--- config.mk ---
export PLATFORM = sky130hd
export DESIGN_NAME = vga_timing_gen
export DESIGN_NICKNAME = d
export VERILOG_FILES = /design/src/rtl/vga_timing_pkg.sv /design/src/rtl/vga_timing_gen_delay_line.sv /design/src/rtl/vga_timing_gen.sv
export SDC_FILE = /design/constraint.sdc
export NUM_CORES = 1
export LEC_CHECK = 0
export CORE_ASPECT_RATIO = 0.75
export CORE_UTILIZATION = 45
export CTS_CLUSTER_SIZE = 25
export DETAILED_ROUTE_END_ITERATION = 10
export HOLD_SLACK_MARGIN = 0.02
export PLACE_DENSITY = 0.75
export SETUP_SLACK_MARGIN = 0.02
export SYNTH_ARGS = -nofsm -noshare
export SYNTH_HDL_FRONTEND = slang
export SYNTH_SLANG_ARGS = --single-unit
--- constraint.sdc ---
create_clock -name vga_clk -period 2.3 [get_ports vga_clk]
set_clock_uncertainty 0.05 [all_clocks]
set_input_delay 0.575 -clock vga_clk [delete_from_list [all_inputs] [get_ports vga_clk]]
set_output_delay 0.575 -clock vga_clk [all_outputs]
set_load 0.01 [all_outputs]
--- src/rtl/vga_timing_pkg.sv ---
// Shared VGA timing presets and the strobe bundle carried through the delay line.
package vga_timing_pkg;

  // 640x480 @ 60 Hz, negative sync polarity
  localparam int unsigned Vga640HActive = 640;
  localparam int unsigned Vga640HFp     = 16;
  localparam int unsigned Vga640HSync   = 96;
  localparam int unsigned Vga640HBp     = 48;
  localparam int unsigned Vga640VActive = 480;
  localparam int unsigned Vga640VFp     = 10;
  localparam int unsigned Vga640VSync   = 2;
  localparam int unsigned Vga640VBp     = 33;
  localparam bit          Vga640HsPol   = 1'b0;
  localparam bit          Vga640VsPol   = 1'b0;

  // 800x600 @ 60 Hz, positive sync polarity
  localparam int unsigned Vga800HActive = 800;
  localparam int unsigned Vga800HFp     = 40;
  localparam int unsigned Vga800HSync   = 128;
  localparam int unsigned Vga800HBp     = 88;
  localparam int unsigned Vga800VActive = 600;
  localparam int unsigned Vga800VFp     = 1;
  localparam int unsigned Vga800VSync   = 4;
  localparam int unsigned Vga800VBp     = 23;
  localparam bit          Vga800HsPol   = 1'b1;
  localparam bit          Vga800VsPol   = 1'b1;

  // Strobes that travel together so they stay aligned with the pixel pipeline
  typedef struct packed {
    logic frame_start;
    logic line_start;
    logic data_enable;
    logic vs;
    logic hs;
  } strobe_t;

  localparam int unsigned StrobeW = $bits(strobe_t);

  // Inactive bundle: no pulses, no data, syncs at their idle level
  function automatic strobe_t strobe_idle(bit hs_pol, bit vs_pol);
    strobe_t s;
    s    = '0;
    s.hs = ~hs_pol;
    s.vs = ~vs_pol;
    return s;
  endfunction

endpackage

--- src/rtl/vga_timing_gen_delay_line.sv ---
// WIDTH x DEPTH shift register with asynchronous reset to RESET_VAL in every stage.
module vga_delay_line
  import vga_timing_pkg::*;
#(
  parameter int unsigned        WIDTH     = StrobeW,
  parameter int unsigned        DEPTH     = 1,
  parameter logic [WIDTH-1:0]   RESET_VAL = '0
) (
  input  logic             clk_i,
  input  logic             rst_ni,
  input  logic [WIDTH-1:0] data_i,
  output logic [WIDTH-1:0] data_o
);

  logic [WIDTH-1:0] stage_q [DEPTH];
  logic [WIDTH-1:0] stage_d [DEPTH];

  // Next state: new sample enters stage 0, everything else moves one stage on
  always_comb begin
    stage_d[0] = data_i;
    for (int unsigned i = 1; i < DEPTH; i++) begin
      stage_d[i] = stage_q[i-1];
    end
  end

  // Stage registers
  always_ff @(posedge clk_i or negedge rst_ni) begin
    if (!rst_ni) begin
      for (int unsigned i = 0; i < DEPTH; i++) begin
        stage_q[i] <= RESET_VAL;
      end
    end else begin
      stage_q <= stage_d;
    end
  end

  assign data_o = stage_q[DEPTH-1];

endmodule

--- src/rtl/vga_timing_gen.sv ---
// Parametrised VGA timing generator: raw pixel counters plus delayed sync/DE/start strobes.
module vga_timing_gen
  import vga_timing_pkg::*;
#(
  parameter int unsigned H_ACTIVE = 640,
  parameter int unsigned H_FP     = 16,
  parameter int unsigned H_SYNC   = 96,
  parameter int unsigned H_BP     = 48,
  parameter int unsigned V_ACTIVE = 480,
  parameter int unsigned V_FP     = 10,
  parameter int unsigned V_SYNC   = 2,
  parameter int unsigned V_BP     = 33,
  parameter bit          HS_POL   = 1'b0,
  parameter bit          VS_POL   = 1'b0,
  parameter int unsigned PIPE_DLY = 1,
  parameter int unsigned CNT_W    = 11
) (
  input  logic             vga_clk,
  input  logic             rst_n,
  input  logic             enable,
  output logic [CNT_W-1:0] x_pixel,
  output logic [CNT_W-1:0] y_pixel,
  output logic             VGAHS,
  output logic             VGAVS,
  output logic             data_enable,
  output logic             line_start,
  output logic             frame_start
);

  localparam int unsigned HTotal   = H_ACTIVE + H_FP + H_SYNC + H_BP;
  localparam int unsigned VTotal   = V_ACTIVE + V_FP + V_SYNC + V_BP;
  localparam int unsigned MaxTotal = (HTotal > VTotal) ? HTotal : VTotal;

  localparam logic [CNT_W-1:0] HLast      = CNT_W'(HTotal - 1);
  localparam logic [CNT_W-1:0] VLast      = CNT_W'(VTotal - 1);
  localparam logic [CNT_W-1:0] HActiveC   = CNT_W'(H_ACTIVE);
  localparam logic [CNT_W-1:0] VActiveC   = CNT_W'(V_ACTIVE);
  localparam logic [CNT_W-1:0] HSyncStart = CNT_W'(H_ACTIVE + H_FP);
  localparam logic [CNT_W-1:0] HSyncEnd   = CNT_W'(H_ACTIVE + H_FP + H_SYNC);
  localparam logic [CNT_W-1:0] VSyncStart = CNT_W'(V_ACTIVE + V_FP);
  localparam logic [CNT_W-1:0] VSyncEnd   = CNT_W'(V_ACTIVE + V_FP + V_SYNC);

  localparam strobe_t StrobeIdle = strobe_idle(HS_POL, VS_POL);

  // Parameter sanity checks at elaboration
  if ((64'd1 << CNT_W) <= 64'(MaxTotal - 1)) begin : g_chk_cnt_w
    $error("CNT_W too narrow for max(H_TOTAL, V_TOTAL) - 1");
  end
  if (PIPE_DLY < 1) begin : g_chk_dly
    $error("PIPE_DLY must be at least 1");
  end
  if (H_FP < 1 || H_SYNC < 1 || H_BP < 1 || V_FP < 1 || V_SYNC < 1 || V_BP < 1)
  begin : g_chk_porch
    $error("porch and sync widths must be at least 1");
  end

  logic [CNT_W-1:0] x_q, x_d;
  logic [CNT_W-1:0] y_q, y_d;
  strobe_t          strobe0;
  strobe_t          strobe_dly;

  // Raster counters: park at origin when disabled, wrap x then y at the totals
  always_comb begin
    x_d = x_q;
    y_d = y_q;
    if (!enable) begin
      x_d = '0;
      y_d = '0;
    end else if (x_q == HLast) begin
      x_d = '0;
      y_d = (y_q == VLast) ? '0 : y_q + CNT_W'(1);
    end else begin
      x_d = x_q + CNT_W'(1);
    end
  end

  // Counter registers
  always_ff @(posedge vga_clk or negedge rst_n) begin
    if (!rst_n) begin
      x_q <= '0;
      y_q <= '0;
    end else begin
      x_q <= x_d;
      y_q <= y_d;
    end
  end

  // Stage-0 strobes decoded from the current counters; forced idle while disabled
  always_comb begin
    strobe0 = StrobeIdle;
    if (enable) begin
      strobe0.data_enable = (x_q < HActiveC) && (y_q < VActiveC);
      strobe0.line_start  = (x_q == '0);
      strobe0.frame_start = (x_q == '0) && (y_q == '0);
      strobe0.hs = ((x_q >= HSyncStart) && (x_q < HSyncEnd)) ? HS_POL : ~HS_POL;
      strobe0.vs = ((y_q >= VSyncStart) && (y_q < VSyncEnd)) ? VS_POL : ~VS_POL;
    end
  end

  vga_delay_line #(
    .WIDTH    (StrobeW),
    .DEPTH    (PIPE_DLY),
    .RESET_VAL(StrobeIdle)
  ) u_delay_line (
    .clk_i (vga_clk),
    .rst_ni(rst_n),
    .data_i(strobe0),
    .data_o(strobe_dly)
  );

  assign x_pixel     = x_q;
  assign y_pixel     = y_q;
  assign VGAHS       = strobe_dly.hs;
  assign VGAVS       = strobe_dly.vs;
  assign data_enable = strobe_dly.data_enable;
  assign line_start  = strobe_dly.line_start;
  assign frame_start = strobe_dly.frame_start;

endmodule

# Word level (Yosys, flattened, before mapping)
# Cells that the tools add are included.
[classes]
n_addsub = 2
n_reduce_logical = 6
eq_ne = 3
n_lt_le_gt_ge = 6
n_mux = 8
[op_table]
columns = ["op", "count"]
rows = [
  ["$mux 11", 5],
  ["$add 11x1->11 const B", 2],
  ["$eq 11x10->1 const B", 2],
  ["$logic_not 11->1", 2],
  ["$lt 11x10->1 const B", 2],
  ["$lt 11x9->1 const B", 2],
  ["$ge 11x10->1 const B", 1],
  ["$ge 11x9->1 const B", 1],
  ["$mux 5", 1],
  ["$logic_and 1x1->1", 4],
  ["$mux 1", 2],
  ["$ne 2x1->1 const B", 1],
]
[totals]
output_inout_bits = 27
in_bits = 3
ff_bits = 27
wordCells = 28

# Logic depth before layout (Yosys ltp)
[depth]
ltp_word = 4
mapped_depth = 7
depth_no_buf = 6

# Modules after synthesis
# From an unflattened synthesis, not the netlist that was laid out.
[unflattened]
hier_cells = 147
area_unflattened_um2 = 1456.4
[modules_own_cells]
columns = ["mod", "instances", "seq_area_each_um2", "cells_each", "area_per_inst_um2"]
rows = [
  ["vga_timing_gen", 1, 550.5, 142, 1328.8],
  ["vga_delay_line", 1, 127.6, 5, 127.6],
]

# Worst setup path before layout
# OpenSTA, ideal clock, no wires.
[synth_timing]
kind = "flip-flop to flip-flop"
from = "reg x_q[5], in the netlist x_pixel[5]"
to = "reg y_q[3], in the netlist y_pixel[3]"
slack_ps = 313
arrival_ps = 1816
synth_period_minus_slack_ps = 1987
n_path_buf = 1
setup_time_ps = 121
required_time_ps = 2129
stages_incl_launch_ff = 6
cell_sequence = "dfrtp_1 -> or3_4 -> o41a_1 -> buf_6 -> a31o_1 -> a22o_1"
[synth_between]
elab_chain_len = 2
[synth_rtl]
columns = ["item", "line_no", "rtl"]
rows = [
  ["from (decl)", "vga_timing_gen.sv:57", "logic [CNT_W-1:0] x_q, x_d;"],
  ["from (signal assigned)", "vga_timing_gen.sv:80", "x_q <= '0;"],
  ["from (signal assigned)", "vga_timing_gen.sv:83", "x_q <= x_d;"],
  ["$eq 11x10->1", "vga_timing_gen.sv:69", "end else if (x_q == HLast) begin"],
  ["$ne 2x1->1 (no source line)", "--", ""],
  ["to (signal assigned)", "vga_timing_gen.sv:84", "y_q <= y_d;"],
  ["to (decl)", "vga_timing_gen.sv:58", "logic [CNT_W-1:0] y_q, y_d;"],
]
# Every way passes these cells.
# A chain may end at the register's enable or synchronous reset.

# Worst setup path after layout
[layout_timing]
from = "reg y_q[0], in the netlist y_pixel[0]"
to = "reg y_q[10], in the netlist y_pixel[10]"
[layout_between]
elab_chain_len = 4
elab_cells_between_ends = 5
cone_classes = "add/sub: 1; eq/ne: 1; mux: 3"
[layout_rtl]
columns = ["item", "line_no", "rtl"]
rows = [
  ["$add 11x1->11 / $eq 11x10->1 (equally long branches)", "vga_timing_gen.sv:71", "y_d = (y_q == VLast) ? '0 : y_q + CNT_W'(1);"],
  ["$mux 11 (*)", "vga_timing_gen.sv:71", ""],
  ["$mux 11 (*)", "vga_timing_gen.sv:69", ""],
  ["$mux 11 (*)", "vga_timing_gen.sv:66", "if (!enable) begin"],
]
# Every way passes the cells marked *; elsewhere a longest branch is shown, timed or not. The select of a mux whose other input is x is not followed.

==> flow_metrics.tcl <==
set metrics [dict create \
    endpoint "y_pixel[10]" \
    grt_usage_pct 22.5 \
    synth_nets 157 \
    yosys-top-cells-area "dfrtp_1 (43%), nand3_1 (4.2%), dfstp_2 (3.6%)" \
    antenna_left 0 \
    firstDrtPassIters 4 \
    cts_root_buf "clkbuf_8" \
    numCtsBuffers 3 \
    synth-xor-area-share_pct 4.24 \
    synth_area_leader_cell "dfrtp_1" \
    post_drt_wl_per_cell_um 15.6 \
    start_util_pct 48.2 \
    seq_area_frac_synth_pct 46.9 \
    cts_max_level 1 \
    m1WireLength_um 1670 \
    io_pins 30 \
    seq_area_um2 678 \
    p_leak_uw 0.000741 \
    crit_chain "inv_1, ha_1, nor4b_1, nand3_1, and2_1, a221o_2" \
    hp-start "y_pixel[8]" \
    die-area_mm2 0.00345 \
    rows 17 \
    finalSetupViolCount 0 \
    cts_buffer_depth 2 \
    clk_pin_slew_worst_paths_ns 0.09 \
    worst_hold_path_type "reg2reg" \
    post_cts_resized 0 \
    reg2reg_slack_ns 0.20 \
    ys_seq_elements 27 \
    reg2reg_to "y_pixel[10]" \
    status "finished clean" \
    ff2ff_path_depth 6 \
    tightest_slew_ns 0.542 \
    place.gp.congestion 0.840 \
    areaGrowthSynthToFinish_pct 29.5 \
    wl_met2_um 1610 \
    yosysUniqueCellTypes 45 \
    crit_fanout 6 \
    postCtsSetupRepairBufs 0 \
    antenna_found_initial 0 \
    drv_slew 0 \
    gr-total-overflow 0 \
    clock-sinks 27 \
    fmax_ghz 0.477 \
    fin_cells 225 \
    synth_edf_count 0 \
    synth-simple-area-share_pct 27.8 \
    core_area_mm2 0.00300 \
    cp-end-kind "flop" \
    crit_start "y_pixel[0]" \
    placed_cells 221 \
    cts_tree "yes" \
    num_vias 1327 \
    top_layer_used "met4" \
    dieWidth_um 67.5 \
    synth_top_cell_area_share_pct 43.3 \
    synth_ff_type "dfrtp_1" \
    drive_above_1_share_pct 11.2 \
    cap_violations 0 \
    worstSkewPairLatency_ns 0.27 \
    crit_buf_inv 1 \
    die_y_um 51.1 \
    fillers 256 \
    portBuffers 29 \
    path_delay_family "simple AND/OR/NAND/NOR gates" \
    syn_area_mm2 0.00145 \
    power_density_mw_per_mm2 442 \
    wirelength_um 3510 \
    synth_compound_area_share_pct 13.7 \
    cp_slowest_cell "nor4b_1" \
    layout.nets 195 \
    drc 0 \
    min_period_ns 2.10 \
    critical_path_class "reg2reg" \
    synthArstFlopShare_pct 100 \
    slowest_delay_ns 0.47 \
    rsz0062_at_grt "no" \
    relSlewSlack_pct 63.4 \
    final_common_cell "clkdlybuf4s50_1" \
    cp.depth 6 \
    grt_max_degree 28 \
    final.setup.tns_ns 0 \
    routed_via_density 5.90 \
    synthCells 150 \
    drt_iter0_markers 90 \
    finalHoldViolCount 0 \
    final.period_utilization_pct 91.1 \
    reg2reg_from "y_pixel[0]" \
    ir_drop_uv 323 \
    multi_input_area_um2 711 \
    diodes 0 \
    grt_pass1_vias 1231 \
    cts_hold_buffers 0 \
    synthMuxAreaShare_pct 0 \
    grt_pass1_wl_um 5790 \
    synth_fa_ha_area_share_pct 3.46 \
    yosys_warnings 0 \
    mostFrequentLayoutCells "clkdlybuf4s50_1 (29), dfrtp_1 (25), nor2_1 (13), nand2_1 (12), nand3_1 (12)" \
    dp_hpwl_um 2540 \
    post-route-util_pct 62.5 \
    wl_met3_um 219 \
    worstPathRequired_ns 2.40 \
    avgSynthCellArea_um2 9.64 \
    synth_top_family_by_area "simple AND/OR/NAND/NOR gates" \
    start_kind "flop" \
    cp.arrival_ns 2.20 \
]
## layer usage
metal	GRT usage [%]	vias to the layer above
met1	31.5	645
met3	7.14	4
li1	-	630
met4	3.55	0
met5	0	-
met2	34.2	48
## cells by family (layout without fill, tap and decap cells)
group / after synthesis / in the layout
simple gates: 71 / 71
fa+ha+maj: 4 / 4
flops: 27 / 27
buf+inv: 13 / 50
compound gates: 28 / 28
xor+xnor: 7 / 7
## through the flow
stage	worst slack, ns	hold WS [ns]	total power [uW]	cell area [um2]
4_1_cts	0.226	0.517	836	1870
6_report	0.205	0.513	828	1870
3_5_place_dp	0.162	0.499	575	1830
5_1_grt	0.0465	0.542	872	1870
2_1_floorplan	0.313	0.229	531	1450
3_3_place_gp	0.222	0.482	574	1830
## where the power goes
part	leakage, uW	internal, uW	total [uW]	switching [uW]
registers	0.000363	483	490	7.17
clock network	0.0000228	124	263	139
logic	0.000355	34.5	75.4	40.9
## final cells by class
type	instances	area share, %
multi-input combinational	110	37.9
sequential	27	36.2
timing repair buffer	39	19.5
tap	38	2.54
clock buffer	4	2.40
inverter	7	1.40
## worst reg2reg max path: cells and delay by family (launching register included)
family,cells,cell delay (ns)
buffers and inverters,1,0.08
adders and majority gates,1,0.16
DFF,1,0.44
AOI/OAI and AO/OA,1,0.34
and+or+nand+nor,3,0.90
## flip-flops by register name (all words and copies together), names as in the netlist
name                 cells
y_pixel                 11
x_pixel                 11
u_delay_line.data_o      5
## how the worst min path moves through the flow
stage	to	slack (ns)	depth (start not counted)
final	y_pixel[8]	0.51	1
after global routing	y_pixel[8]	0.54	1
after CTS	y_pixel[8]	0.52	1
after detailed placement	y_pixel[8]	0.50	1
after global placement	y_pixel[8]	0.48	1
after floorplan	u_delay_line.data_o[2]	0.23	0
## Yosys cell counts (all sizes together), types with 4 or more instances
cell type / number
a31oi: 4
clkbuf: 4
dfrtp: 25
ha: 4
inv: 7
nand2: 12
nand3: 12
nand4: 4
nor2: 13
nor3: 4
nor4: 7
o21ai: 8
xnor2: 6
Note: power is estimated with default switching activity, not from simulation.
==> RTL change 1: new RTL, same flow settings <==
`CNT_W`: 11 -> 12.
--- a/src/rtl/vga_timing_gen.sv
+++ b/src/rtl/vga_timing_gen.sv
@@ -13,7 +13,7 @@
   parameter bit          HS_POL   = 1'b0,
   parameter bit          VS_POL   = 1'b0,
   parameter int unsigned PIPE_DLY = 1,
-  parameter int unsigned CNT_W    = 11
+  parameter int unsigned CNT_W    = 12
 ) (
   input  logic             vga_clk,
   input  logic             rst_n,
Ports: changed (resized x_pixel and y_pixel); port bits go from 30 to 32. The function was not compared with the original's and may differ.
==> RTL change 1 against the unedited design <==
Wire length rose by 17%. Setup slack lost 0.085 ns. Sequential cell count grew 2. Critical path type unchanged. Power grew 32%. Area after synthesis is 7.5% higher. Final area grew 14%. Final cell count grew 10%. Critical endpoint is now y_pixel[2].
==> RTL change 1: results (changes against the unedited design) <==
{| class="wikitable"
! Metric !! Value
|-
| Clock-pin slew on the worst setup and hold paths || 0.06 ns (-0.03 ns)
|-
| Hold_ws || 0.481 ns (-0.0319 ns)
|-
| Worst R2R Start || x_pixel[6]
|-
| Worst Reg2Reg Path Length in Cells || 4 (-2)
|-
| Placer congestion estimate || 0.961 (+14%)
|-
| Number of post-CTS setup repair buffers || 0 (unchanged)
|-
| Hold Crit Endpoint || x_pixel[0]
|-
| Setup Slack @ Placement || -0.388 ns (-0.550 ns)
|-
| Sequential area share after synthesis || 46.8% (-0.064 points)
|-
| Flop-to-flop setup slack || 0.12 ns (-0.09 ns)
|-
| Switching power of the nets || 0.251 mW (+34%)
|-
| Maximum number of pins on one net before global-route repair || 30 (+7.1%)
|-
| CTS HTree Levels || 2 (+1)
|-
| Number of hold violations in the final report || 0 (unchanged)
|-
| Layout Nets || 214 (+9.7%)
|-
| Endpoint of the lowest-slack register-to-register path || y_pixel[2]
|-
| Starting DRC count in detailed routing || 108 (+20%)
|-
| Timing-limited maximum frequency || 459 MHz (-3.9%)
|-
| Unique cell type count in the Yosys netlist || 40 (-11%)
|-
| WP data arrival || 2.30 ns (+0.10 ns)
|-
| Cell types occupying the most area after synthesis || sky130_fd_sc_hd__dfrtp_1, sky130_fd_sc_hd__nor2_1, sky130_fd_sc_hd__a22o_1
|-
| Maximum fanout along the worst path || 10 (+4)
|-
| Fraction of met2 tracks used by global routing || 36.5% (+2.4 points)
|-
| Number of vias after detailed routing || 1460 (+10%)
|-
| Area after detailed placement || 1980 sq um (+8.4%)
|-
| Proportion of layout cells with a drive suffix above 1 || 14.9% (+3.7 points)
|-
| Met1 demand-to-capacity share in global routing || 33.7% (+2.2 points)
|-
| Global routing met3 resource utilization || 7.05% (-0.095 points)
|-
| Peak ir drop on the vdd network || 0.000302 V (-6.6%)
|-
| Total routed wirelength || 4.11 mm (+17%)
|-
| Most frequent cells after synthesis || sky130_fd_sc_hd__dfrtp_1, sky130_fd_sc_hd__nor2_1, sky130_fd_sc_hd__inv_1, sky130_fd_sc_hd__nand4_1, sky130_fd_sc_hd__o21ai_0
|-
| Met2 layer wire length in the routed design || 1.83 mm (+14%)
|-
| Vias in the first global route || 1386 (+13%)
|-
| Wl on met1 || 1.94 mm (+16%)
|-
| Result of the run || finished, final reports clean
|-
| Rel. slew slack || 65.2% (+1.8 points)
|}
-- RTL change 1: power groups by stage --
stage	logic [mW]	clock network (mW)	registers (mW)
2_1_floorplan	0.0321	0	0.549
3_3_place_gp	0.0947	0	0.544
3_5_place_dp	0.0971	0	0.545
4_1_cts	0.0983	0.463	0.536
5_1_grt	0.109	0.490	0.539
6_report	0.0992	0.456	0.537
-- RTL change 1: per-stage QoR --
stage	cells	power, mW
2_1_floorplan	162	0.581
3_3_place_gp	240	0.639
4_1_cts	248	1.10
6_report	248	1.09
3_5_place_dp	240	0.642
5_1_grt	248	1.14
-- RTL change 1: repair_timing --
item / in CTS / in global routing
gates cloned: 0 / 0
gates resized for setup: 2 / 7
setup endpoints to repair: 7 / 9
pin swaps: 1 / 2
-- RTL change 1: area by class of cell --
cell class	instances	area (sq um)
multi-input cells	120	830
well taps	40	50.0
fillers	265	1150
inverters	9	33.8
clock buffers	7	96.3
repair buffers	42	395
flip-flops and latches	29	728
clock inverters	1	5.00
-- RTL change 1: critical path, stage by stage (launching register included) --
cell and delay, ns:
sky130_fd_sc_hd__dfrtp_1 0.45, sky130_fd_sc_hd__or4_1 0.59, sky130_fd_sc_hd__o31ai_4 0.47, sky130_fd_sc_hd__o21ai_0 0.23, sky130_fd_sc_hd__a22o_1 0.28
-- RTL change 1: kinds of logic (layout without fill, tap and decap cells) --
family	after synthesis	count (layout)	share of synthesized area [%]
AND/OR/NAND/NOR	77	77	27.4
AO/OA/AOI/OAI	30	30	14.0
adder cells (fa/ha/maj)	4	4	3.22
buffers and inverters	13	59	3.30
flip-flops	29	29	46.8
XOR/XNOR	8	8	4.50
multiplexers	1	1	0.724
==> RTL change 2: new RTL, same settings <==
Without the edit above. Reset style: synchronous (`rst_n` and `rst_ni`), changed in 2 clocked blocks. Comments in the files are not updated.
--- a/src/rtl/vga_timing_gen_delay_line.sv
+++ b/src/rtl/vga_timing_gen_delay_line.sv
@@ -24,7 +24,7 @@
   end
 
   // Stage registers
-  always_ff @(posedge clk_i or negedge rst_ni) begin
+  always_ff @(posedge clk_i) begin
     if (!rst_ni) begin
       for (int unsigned i = 0; i < DEPTH; i++) begin
         stage_q[i] <= RESET_VAL;
--- a/src/rtl/vga_timing_gen.sv
+++ b/src/rtl/vga_timing_gen.sv
@@ -75,7 +75,7 @@
   end
 
   // Counter registers
-  always_ff @(posedge vga_clk or negedge rst_n) begin
+  always_ff @(posedge vga_clk) begin
     if (!rst_n) begin
       x_q <= '0;
       y_q <= '0;
Function: differs if rst_n is asserted again (counterexample within 4 cycles, from zero or initial values and one cycle with rst_n low); with rst_n held inactive, the same outputs for 10 cycles.
==> RTL change 2 against the unedited design <==
First-iteration DRC count shrank 63%. Final cell count shrank 9.3%. Die area shrank 11%. Setup slack gained 0.11 ns. Area after synthesis shrank 11%. Wire length shrank 21%. Count of clock-buffer cells in the layout is the same. Sequential share of layout area shrank 2.8 points. Sequential cell count is the same. Critical path depth shrank 1. Final area shrank 14%. Largest cell class unchanged.
Power is not compared: it rests on default switching activity, and its combinational part moved more than twofold at a synthesized area within 25%.
==> RTL change 2: results (changes against the unedited design) <==
{| class="wikitable"
! Metric !! Value
|-
| Result of the run || finished, final reports clean
|-
| Post-synth ARST share || 0% (-100 points)
|-
| Vias in the first global route || 891 (-28%)
|-
| Top FF cell, synth || sky130_fd_sc_hd__dfxtp_1
|-
| Sequential area share after synthesis || 42.1% (-4.8 points)
|-
| Wire length of the first global-routing pass || 4.17 mm (-28%)
|-
| Cell types occupying the most area after synthesis || sky130_fd_sc_hd__dfxtp_1, sky130_fd_sc_hd__xor2_1, sky130_fd_sc_hd__nor2_1
|-
| Number of flops mapped to enable cells by yosys || 0 (unchanged)
|-
| Placed wire-length estimate after detailed placement || 2.06 mm (-19%)
|-
| Cell leakage power || 0.586 nW
|-
| Starting DRC count in detailed routing || 33 (-63%)
|-
| Clock tree buffer depth || 2 (unchanged)
|-
| Total routed wirelength || 2.77 mm (-21%)
|-
| N_diodes || 0 (unchanged)
|-
| Transition at the pin with the smallest max-transition slack || 0.504 ns (-0.0379 ns)
|-
| Proportion of layout cells with a drive suffix above 1 || 4.17% (-7.1 points)
|-
| Flop-to-flop setup slack || 0.31 ns (+0.11 ns)
|-
| Yosys warning count || 0 (unchanged)
|-
| Unique cell type count in the Yosys netlist || 31 (-31%)
|-
| Placer congestion estimate || 0.871 (+3.7%)
|-
| Maximum number of pins on one net before global-route repair || 15 (-46%)
|-
| Setup Slack @ Placement || 0.242 ns (+0.0800 ns)
|-
| Most frequent cells after synthesis || sky130_fd_sc_hd__dfxtp_1, sky130_fd_sc_hd__nor2_1, sky130_fd_sc_hd__xor2_1, sky130_fd_sc_hd__nand2_1, sky130_fd_sc_hd__nand4_1
|-
| Net count after synthesis || 147 (-6.4%)
|-
| Area after detailed placement || 1570 sq um (-14%)
|-
| Layout Nets || 176 (-9.7%)
|-
| Worst Hold Launch || x_pixel[0]
|-
| Via count normalized by instance count || 5.45 (-7.6%)
|-
| Detailed-router iteration count before antenna repair || 4 (unchanged)
|-
| Global-route usage over all layers || 18.5% (-4.0 points)
|-
| Worst Reg2Reg Path Length in Cells || 5 (-1)
|-
| Post-detailed-route wirelength per cell || 13.6 um (-13%)
|-
| Placed Instances || 200 (-9.5%)
|-
| Hold_ws || 0.447 ns (-0.0656 ns)
|-
| Worst R2R Start || x_pixel[0]
|-
| Endpoint of the lowest-slack register-to-register path || y_pixel[8]
|-
| Number of I/O port buffers || 29 (unchanged)
|-
| Number of antenna violations at the first check in global routing || 0 (unchanged)
|-
| Count of mapped cells out of synthesis || 140 (-6.7%)
|-
| CTS HTree Levels || 1 (unchanged)
|-
| WP data arrival || 2.10 ns (-0.10 ns)
|-
| Worst min-delay path class || flip-flop to flip-flop
|-
| Number of post-CTS setup repair buffers || 0 (unchanged)
|-
| Hold Crit Endpoint || x_pixel[0]
|-
| Switching Share || 20.8%
|-
| Insertion delay to the later sink of the worst-skew pair || 0.27 ns (about the same)
|-
| Peak ir drop on the vdd network || 0.000315 V
|-
| Fill count || 222 (-13%)
|-
| Maximum fanout along the worst path || 10 (+4)
|}
RTL change 2: cell types whose count changed in the layout (fill, tap and decap cells not counted), sizes merged, moves of 4 or more:
cell | before | now
dfrtp | 25 | 0
nor2 | 13 | 21
nor4 | 7 | 2
dfxtp | 0 | 27
buf | 10 | 0
and4 | 2 | 6
xor2 | 1 | 12
a31oi | 4 | 0
nand3 | 12 | 8
nand4 | 4 | 9
RTL change 2: worst max-delay path, stage by stage, from the launching register on:
cell and delay, ns:
sky130_fd_sc_hd__dfxtp_1 0.42, sky130_fd_sc_hd__ha_1 0.23, sky130_fd_sc_hd__and4_1 0.46, sky130_fd_sc_hd__nand4_1 0.33, sky130_fd_sc_hd__mux2i_1 0.31, sky130_fd_sc_hd__nor3_1 0.08
RTL change 2: final cells by class:
class | count | area [sq um] | area share, %
clock buffer | 4 | 45.0 | 2.78
inverter | 4 | 15.0 | 0.927
multi-input combinational | 104 | 683 | 42.2
sequential | 27 | 541 | 33.4
tap | 36 | 45.0 | 2.78
timing repair buffer | 29 | 290 | 17.9
RTL change 2: cell families after synthesis:
group / after synthesis / synth area share, %
compound gates: 8 / 3.12
xor+xnor: 15 / 10.2
fa+ha+maj: 4 / 3.89
buf+inv: 9 / 4.77
flops: 27 / 42.1
mux: 3 / 2.34
simple gates: 74 / 33.6
RTL change 2: worst max-delay path by stage:
stage	startpoint	to	slack (ns)
finish	x_pixel[0]	y_pixel[8]	0.31
global route	x_pixel[0]	y_pixel[8]	0.14
CTS	x_pixel[5]	x_pixel[5]	0.30
detailed placement	rst_n	u_delay_line.data_o[4]	0.24
global placement	rst_n	u_delay_line.data_o[4]	0.34
floorplan	x_pixel[0]	y_pixel[9]	0.63
RTL change 2: per-stage QoR:
stage | total power [mW] | utilization [%]
after floorplan | 0.500 | -
after global placement | 0.516 | 59.1
after detailed placement | 0.517 | 59.1
after CTS | 0.779 | 60.8
after global routing | 0.804 | 60.8
final | 0.772 | 60.8
RTL change 2: per-layer routing:
metal,up-vias,routed length (um),GRT usage [%]
met2,42,1180,25.1
met1,515,1410,26.2
met5,-,0,0
met3,6,143,5.61
li1,549,-,-
met4,0,49,10.5
RTL change 2: power groups by stage:
| stage | Clock [mW] | Combinational (mW) | Sequential [mW] |
|---|---|---|---|
| after CTS | 0.274 | 0.0310 | 0.475 |
| after floorplan | 0 | 0.0117 | 0.488 |
| after detailed placement | 0 | 0.0310 | 0.486 |
| final | 0.267 | 0.0312 | 0.475 |
| after global routing | 0.293 | 0.0347 | 0.475 |
| after global placement | 0 | 0.0305 | 0.486 |
